===== config.mk =====
export PLATFORM = sky130hd
export DESIGN_NAME = fetch_unit_flat
export DESIGN_NICKNAME = d
export VERILOG_FILES = /design/src/rtl/fetch_unit_if.sv /design/src/rtl/fetch_unit.sv /design/src/flat_wrapper.sv
export SDC_FILE = /design/constraint.sdc
export NUM_CORES = 1
export LEC_CHECK = 0
export ABC_CLOCK_PERIOD_IN_PS = 2390
export BUFFER_PORTS_ARGS = -buffer_cell sky130_fd_sc_hd__buf_2
export CELL_PAD_IN_SITES_DETAIL_PLACEMENT = 0
export CELL_PAD_IN_SITES_GLOBAL_PLACEMENT = 1
export CORE_MARGIN = 3
export CORE_UTILIZATION = 27
export CTS_CLUSTER_DIAMETER = 30
export DETAILED_ROUTE_END_ITERATION = 8
export PLACE_DENSITY = 0.83
export SLEW_MARGIN = 20
export SYNTH_ARGS = -nofsm -noshare
export SYNTH_HDL_FRONTEND = slang
export SYNTH_SLANG_ARGS = --single-unit

===== constraint.sdc =====
create_clock -name clk -period 2.39 [get_ports clk]
set_clock_uncertainty 0.1 [all_clocks]
set_input_delay 0.478 -clock clk [delete_from_list [all_inputs] [get_ports clk]]
set_output_delay 0.478 -clock clk [all_outputs]
set_load 0.01 [all_outputs]

===== src/rtl/fetch_unit_if.sv =====
// Fetch-stage bus: pipeline controls in, instruction-memory port, F/D register payload out.
interface fetch_unit_if;
  localparam int unsigned XLEN   = 32;
  localparam int unsigned EXC_W  = 5;

  logic             halt;
  logic             req;
  logic             eret_req;
  logic [XLEN-1:0]  epc;
  logic             d_redirect;
  logic [XLEN-1:0]  d_target;
  logic             d_is_bj;
  logic [XLEN-1:0]  imem_addr;
  logic [XLEN-1:0]  imem_rdata;
  logic [XLEN-1:0]  f_pc;
  logic [XLEN-1:0]  f_instr;
  logic             f_new_instr;
  logic [EXC_W-1:0] f_excCode;
  logic             f_delaySlot;

  // Fetch unit side
  modport master (
    input  halt, req, eret_req, epc, d_redirect, d_target, d_is_bj, imem_rdata,
    output imem_addr, f_pc, f_instr, f_new_instr, f_excCode, f_delaySlot
  );

  // Pipeline / memory environment side
  modport slave (
    output halt, req, eret_req, epc, d_redirect, d_target, d_is_bj, imem_rdata,
    input  imem_addr, f_pc, f_instr, f_new_instr, f_excCode, f_delaySlot
  );
endinterface


===== src/rtl/fetch_unit.sv =====
// F stage of the 5-stage MIPS pipeline: PC register, next-PC selection and
// fetch-address (AdEL) checking.
// Optional feature macro: FETCH_ADDR_CHECK_EN enables AdEL detection for
// misaligned fetches and fetches outside [IM_BASE, IM_BASE + 4*IM_WORDS).
module fetch_unit #(
  parameter logic [31:0] RESET_PC   = 32'h0000_3000,
  parameter logic [31:0] EXC_VECTOR = 32'h0000_4180
`ifdef FETCH_ADDR_CHECK_EN
  ,
  parameter logic [31:0] IM_BASE    = 32'h0000_3000,
  parameter int unsigned IM_WORDS   = 4096
`endif
) (
  input  logic          clk,
  input  logic          reset,
  fetch_unit_if.master  bus
);

  localparam int unsigned XLEN     = 32;
  localparam int unsigned EXC_W    = 5;
  localparam logic [EXC_W-1:0] EXC_NONE = EXC_W'(0);
  localparam logic [EXC_W-1:0] EXC_ADEL = EXC_W'(4);

  logic [XLEN-1:0] pc_q;
  logic [XLEN-1:0] pc_d;
  logic            adel;

  // Next-PC priority: reset > req > eret > halt > redirect > sequential.
  always_comb begin
    pc_d = pc_q + XLEN'(4);
    if (reset) begin
      pc_d = RESET_PC;
    end else if (bus.req) begin
      pc_d = EXC_VECTOR;
    end else if (bus.eret_req) begin
      pc_d = bus.epc;
    end else if (bus.halt) begin
      pc_d = pc_q;
    end else if (bus.d_redirect) begin
      pc_d = bus.d_target;
    end
  end

  // PC register.
  always_ff @(posedge clk) begin
    pc_q <= pc_d;
  end

`ifdef FETCH_ADDR_CHECK_EN
  // Window bounds in 33 bits so the exclusive end never wraps to zero.
  localparam logic [XLEN:0] WIN_LO = {1'b0, IM_BASE};
  localparam logic [XLEN:0] WIN_HI = WIN_LO + ((XLEN+1)'(IM_WORDS) << 2);

  // Misaligned or out-of-window fetch raises AdEL.
  always_comb begin
    adel = (pc_q[1:0] != 2'b00)
        || ({1'b0, pc_q} <  WIN_LO)
        || ({1'b0, pc_q} >= WIN_HI);
  end
`else
  // Address checking compiled out.
  always_comb begin
    adel = 1'b0;
  end
`endif

  // F outputs follow the PC; eret squash overrides AdEL.
  always_comb begin
    bus.imem_addr   = pc_q;
    bus.f_pc        = pc_q;
    bus.f_instr     = bus.imem_rdata;
    bus.f_new_instr = 1'b1;
    bus.f_excCode   = EXC_NONE;
    bus.f_delaySlot = bus.d_is_bj;
    if (bus.eret_req) begin
      bus.f_instr     = '0;
      bus.f_new_instr = 1'b0;
      bus.f_delaySlot = 1'b0;
    end else if (adel) begin
      bus.f_instr     = '0;
      bus.f_excCode   = EXC_ADEL;
    end
  end

endmodule


===== src/flat_wrapper.sv =====
// flat-port wrapper written by rule: the top's interface ports become plain ports
module fetch_unit_flat 
#(
  parameter logic [31:0] RESET_PC   = 32'h0000_3000,
  parameter logic [31:0] EXC_VECTOR = 32'h0000_4180

)
  (clk, reset, bus_halt, bus_req, bus_eret_req, bus_epc, bus_d_redirect, bus_d_target, bus_d_is_bj, bus_imem_rdata, bus_imem_addr, bus_f_pc, bus_f_instr, bus_f_new_instr, bus_f_excCode, bus_f_delaySlot);
  fetch_unit_if bus_i ();
  input  logic clk;
  input  logic reset;
  input wire logic [$bits(bus_i.halt)-1:0] bus_halt;
  input wire logic [$bits(bus_i.req)-1:0] bus_req;
  input wire logic [$bits(bus_i.eret_req)-1:0] bus_eret_req;
  input wire logic [$bits(bus_i.epc)-1:0] bus_epc;
  input wire logic [$bits(bus_i.d_redirect)-1:0] bus_d_redirect;
  input wire logic [$bits(bus_i.d_target)-1:0] bus_d_target;
  input wire logic [$bits(bus_i.d_is_bj)-1:0] bus_d_is_bj;
  input wire logic [$bits(bus_i.imem_rdata)-1:0] bus_imem_rdata;
  output wire logic [$bits(bus_i.imem_addr)-1:0] bus_imem_addr;
  output wire logic [$bits(bus_i.f_pc)-1:0] bus_f_pc;
  output wire logic [$bits(bus_i.f_instr)-1:0] bus_f_instr;
  output wire logic [$bits(bus_i.f_new_instr)-1:0] bus_f_new_instr;
  output wire logic [$bits(bus_i.f_excCode)-1:0] bus_f_excCode;
  output wire logic [$bits(bus_i.f_delaySlot)-1:0] bus_f_delaySlot;
  assign bus_i.halt = bus_halt;
  assign bus_i.req = bus_req;
  assign bus_i.eret_req = bus_eret_req;
  assign bus_i.epc = bus_epc;
  assign bus_i.d_redirect = bus_d_redirect;
  assign bus_i.d_target = bus_d_target;
  assign bus_i.d_is_bj = bus_d_is_bj;
  assign bus_i.imem_rdata = bus_imem_rdata;
  assign bus_imem_addr = bus_i.imem_addr;
  assign bus_f_pc = bus_i.f_pc;
  assign bus_f_instr = bus_i.f_instr;
  assign bus_f_new_instr = bus_i.f_new_instr;
  assign bus_f_excCode = bus_i.f_excCode;
  assign bus_f_delaySlot = bus_i.f_delaySlot;
  fetch_unit #(.RESET_PC(RESET_PC), .EXC_VECTOR(EXC_VECTOR)) u_core (.clk(clk), .reset(reset), .bus(bus_i));
endmodule

Word level (Yosys, flattened, before mapping)
Index checks and enable logic that the tools add are counted.
Widths: inputs -> output; s select.
{"block": "totals", "reg_bits": 32, "in_bits": 103, "out_inout_bits": 103, "word_cells": 13}
{"block": "classes", "add_sub_neg": 1, "n_eq_ne": 2, "n_mux": 7, "reduce_logical": 1}
{"cell": "$mux 32", "count": 4}
{"cell": "$add 32x3->32 const B", "count": 1}
{"cell": "$mux 15", "count": 1}
{"cell": "$ne 3x1->1 const B", "count": 1}
{"cell": "$mux 1", "count": 2}
{"cell": "$ne 2x1->1 const B", "count": 1}
{"cell": "$reduce_or 2->1", "count": 1}

Depth between registers and ports, before layout
{"block": "logic_depth", "word_depth": 5, "ltp_mapped": 7, "mapped_depth_nobuf": 6}

Least setup slack after synthesis
No wires, ideal clock.
{"block": "synth_path", "path_kind": "input to output", "from": "input port bus_eret_req", "to": "output port bus_f_instr[26]", "arrival_ps": 1585, "t_required_ps": 1812, "slack_ps": 227, "cell_stages": 5, "cell_sequence": "buf_2 buf_1 buf_1 buf_1 nor2b_1"}
{"block": "synth_between", "elab_chain_cells": 1}
{"item": "start, declared", "line_no": "flat_wrapper.sv:14", "rtl": "input wire logic [$bits(bus_i.eret_req)-1:0] bus_eret_req;"}
{"item": "$mux 32", "line_no": "fetch_unit.sv:75", "rtl": "if (bus.eret_req) begin"}
{"item": "end, declared", "line_no": "flat_wrapper.sv:22", "rtl": "output wire logic [$bits(bus_i.f_instr)-1:0] bus_f_instr;"}
No other way between the ends.

Worst setup path in the final report
{"block": "layout_path", "from": "register u_core.pc_q[12] (netlist: u_core.bus.f_pc[12])", "to": "register u_core.pc_q[29] (netlist: u_core.bus.f_pc[29])"}
{"block": "layout_between", "elab_chain_cells": 4}
{"item": "start, declared", "line_no": "fetch_unit.sv:24", "rtl": "logic [XLEN-1:0] pc_q;"}
{"item": "start signal, assigned", "line_no": "fetch_unit.sv:46", "rtl": "pc_q <= pc_d;"}
{"item": "$add 32x3->32", "line_no": "fetch_unit.sv:30", "rtl": "pc_d = pc_q + XLEN'(4);"}
{"item": "$mux 32", "line_no": "fetch_unit.sv:39", "rtl": "end else if (bus.d_redirect) begin"}
{"item": "$mux 32", "line_no": "fetch_unit.sv:37", "rtl": "end else if (bus.halt) begin"}
{"item": "$mux 32", "line_no": "fetch_unit.sv:35", "rtl": "end else if (bus.eret_req) begin"}
No other way between the ends. The select of a mux whose other input is x is not followed.
A chain may end at the register's enable or synchronous reset.

==> results.json <==
{
  "nets": 699,
  "p_per_area_nw_per_um2": 384,
  "grtUsageTotal": 0.205,
  "seq_power_share": 0.388,
  "initial_core_util": 0.280,
  "drt-total-wl_um": 12800,
  "synthFlopType": "dfxtp_1",
  "num_rows": 37,
  "fin_crit_sh": 0.894,
  "slew_violations": 0,
  "via_count": 3827,
  "crit_type": "reg2reg",
  "cts_root_buf": "clkbuf_8",
  "worstPathCellList": "nand4_1, or4_1, o31a_1, o21ai_1, a21oi_1",
  "rsz0062_at_grt": "false",
  "grt_max_degree": 32,
  "worst_slew_margin_rel": 0.606,
  "clock_path_buffers": 2,
  "clkTransAtPathRegs_ns": 0.08,
  "ys_types": 58,
  "hold_violations": 0,
  "ctsResizeCount": 0,
  "port-buffer-count": 200,
  "yosysTopAreaCell": "dfxtp_1",
  "hp-class": "in2reg",
  "p_int_mw": 1.02,
  "grt_use_met2": 0.357,
  "crit_arrival_ns": 2.22,
  "leakage_nw": 1.92,
  "numCtsBuffers": 5,
  "die_x_um": 110,
  "cts.sinks": 32,
  "synth.area.top_cells": "dfxtp_1 (22%), buf_4 (9.5%), nor2b_1 (7.9%), a21oi_1 (7.5%), o21ai_0 (5.8%)",
  "end_kind": "flop",
  "use_met1": 0.257,
  "globalRouteOverflowTotal": 0,
  "cts_setup_buffers": 0,
  "grt.busiest_layer": "met2",
  "combPwrFrac": 0.321,
  "cp_max_fo": 9,
  "setup_viol": 0,
  "finalNonFillerCells": 732,
  "dp_hpwl_um": 10200,
  "swShare": 0.342,
  "cp-start-kind": "flop",
  "drive_gt1_frac": 0.411,
  "synth-async-reset-ratio": 0,
  "clock_power_share": 0.291,
  "core_area_sq_um": 10400,
  "vias_per_cell": 5.23,
  "largest_reg_flops": 30,
  "cts-htree-levels": 2,
  "yosysWarnings": 0,
  "design.die.area_sq_um": 12100,
  "syn_area_per_cell_sq_um": 6.86,
  "critical_path_required_ns": 2.48,
  "synth_edf_count": 0,
  "drc": 0,
  "antenna_found_initial": 1,
  "die_h_um": 110,
  "drtAntennaViolNets": 0,
  "ir_worst_vdd_mv": 0.172,
  "grt_pass1_wl_um": 19300,
  "cts_tree": "built",
  "cpPeakStageDelay_ns": 0.66,
  "clk_latency_ns": 0.30,
  "dp.cells": 724,
  "hold_buffers": 0,
  "ys_ff_latch": 32,
  "initialDrtViolationCount": 194,
  "synth_area_sq_um": 2920,
  "drtPass1Iterations": 5,
  "crit_slowest_cell": "or4_1",
  "fin_crit_ns": 2.14,
  "yosys.area.top_type_share": 0.219,
  "layout-area-overhead-vs-synth_pct": 37.8,
  "yosysSeqAreaShare": 0.219,
  "avgRoutedWirePerCell_um": 17.5,
  "synthCells": 426,
  "gp_congestion": 0.907,
  "max_freq_mhz": 468,
  "grt_pass1_vias": 3657,
  "antennaDiodeCount": 0,
  "outcome": "finished clean",
  "grt.met3_usage": 0.0408,
  "tightest_slew_ns": 0.589,
  "finalSetupTns_ns": 0,
  "switchingPower_mw": 0.529,
  "io_pins": 206,
  "maxCapViolations": 0
}
-- path summary, 6_finish.rpt --
check	from	endpoint	slack, ns	cells past startpoint
worst min-delay path	bus_epc[0]	flop	0.31	3
worst max register to register	u_core.bus.f_pc[12]	u_core.bus.f_pc[29]	0.25	5
worst min register to register	u_core.bus.f_pc[18]	u_core.bus.f_pc[18]	0.45	2
worst max-delay path	u_core.bus.f_pc[12]	u_core.bus.f_pc[29]	0.25	5
-- cells in the final DEF (no fill, tap or decap), types with 3 or more instances in the layout --
cell type    n
clkbuf_8     6
nand3_1     14
inv_1        7
nand2_1     42
and4_1       3
mux2i_1      8
buf_4       26
buf_2      200
nand2b_1     3
o41ai_1      3
a31oi_1      4
and3_1       5
dfxtp_1     32
nor3_1      11
or3_1        3
a211oi_1     4
conb_1       5
nand4_1     13
nor2b_1     37
nor2_1      26
a21oi_1     44
a211o_1      4
o21ai_0     34
o21bai_1     3
o21ai_1      3
a22oi_1      6
nand3b_1     3
nor4_1       5
-- per-layer routing --
metal / routed length, um / vias to the layer above / part of all wire
met1: 5200 / 1782 / 0.41
met4: 221 / 2 / 0.017
met3: 1060 / 19 / 0.083
li1: - / 1833 / -
met5: 9 / - / 0.00070
met2: 6290 / 191 / 0.49
-- layout make-up --
type / instances / area, sq um
Inverter: 7 / 26.3
Fill cell: 1125 / 6390
Multi-Input combinational cell: 321 / 1860
Clock buffer: 6 / 82.6
Timing Repair Buffer: 228 / 1240
Clock inverter: 2 / 10.0
Tap cell: 136 / 170
Sequential cell: 32 / 641
-- worst max-delay path: cells and delay by family, from the launching register on --
| kind | cells | cell delay (ns) |
|---|---|---|
| flops | 1 | 0.48 |
| simple gates | 2 | 0.91 |
| compound gates | 3 | 0.56 |
-- per-stage QoR --
stage                     instance area [sq um]  worst slack, ns  power [mW]  hold slack (ns)  utilization
after floorplan                            2940            0.227       0.888            0.423            -
after global placement                     3930            0.344        1.10            0.392        0.378
after detailed placement                   3930            0.294        1.11            0.434        0.378
after CTS                                  4030            0.278        1.56            0.313        0.386
after global routing                       4030            0.147        1.63            0.324        0.386
final                                      4030            0.252        1.55            0.314        0.386
-- cell usage after synthesis, types with 8 or more instances --
cell type,number
nand4_1,13
buf_4,37
nor2b_1,37
o21ai_0,34
nand3_1,14
mux2i_1,8
nor3_1,11
nand2_1,42
a21oi_1,44
clkbuf_1,20
dfxtp_1,32
nor2_1,26
-- power by group through the flow --
stage | Combinational, mW | Clock [mW] | Sequential [mW]
global placement | 0.492 | 0 | 0.609
detailed placement | 0.495 | 0 | 0.612
CTS | 0.498 | 0.458 | 0.600
floorplan | 0.271 | 0 | 0.617
global route | 0.546 | 0.480 | 0.605
finish | 0.496 | 0.450 | 0.600
-- cells by family (layout without fill, tap and decap cells) --
kind of cell | Yosys count | count (layout) | share of synthesized area
DFF | 32 | 32 | 0.219
adders and majority gates | 1 | 1 | 0.00428
muxes | 9 | 9 | 0.0313
and+or+nand+nor | 176 | 176 | 0.320
buffers and inverters | 77 | 243 | 0.149
other | 1 | 5 | 0.00128
AOI/OAI and AO/OA | 129 | 129 | 0.271
xor gates and xnor gates | 1 | 1 | 0.00300
No activity file was read; power rests on OpenSTA's default activity.
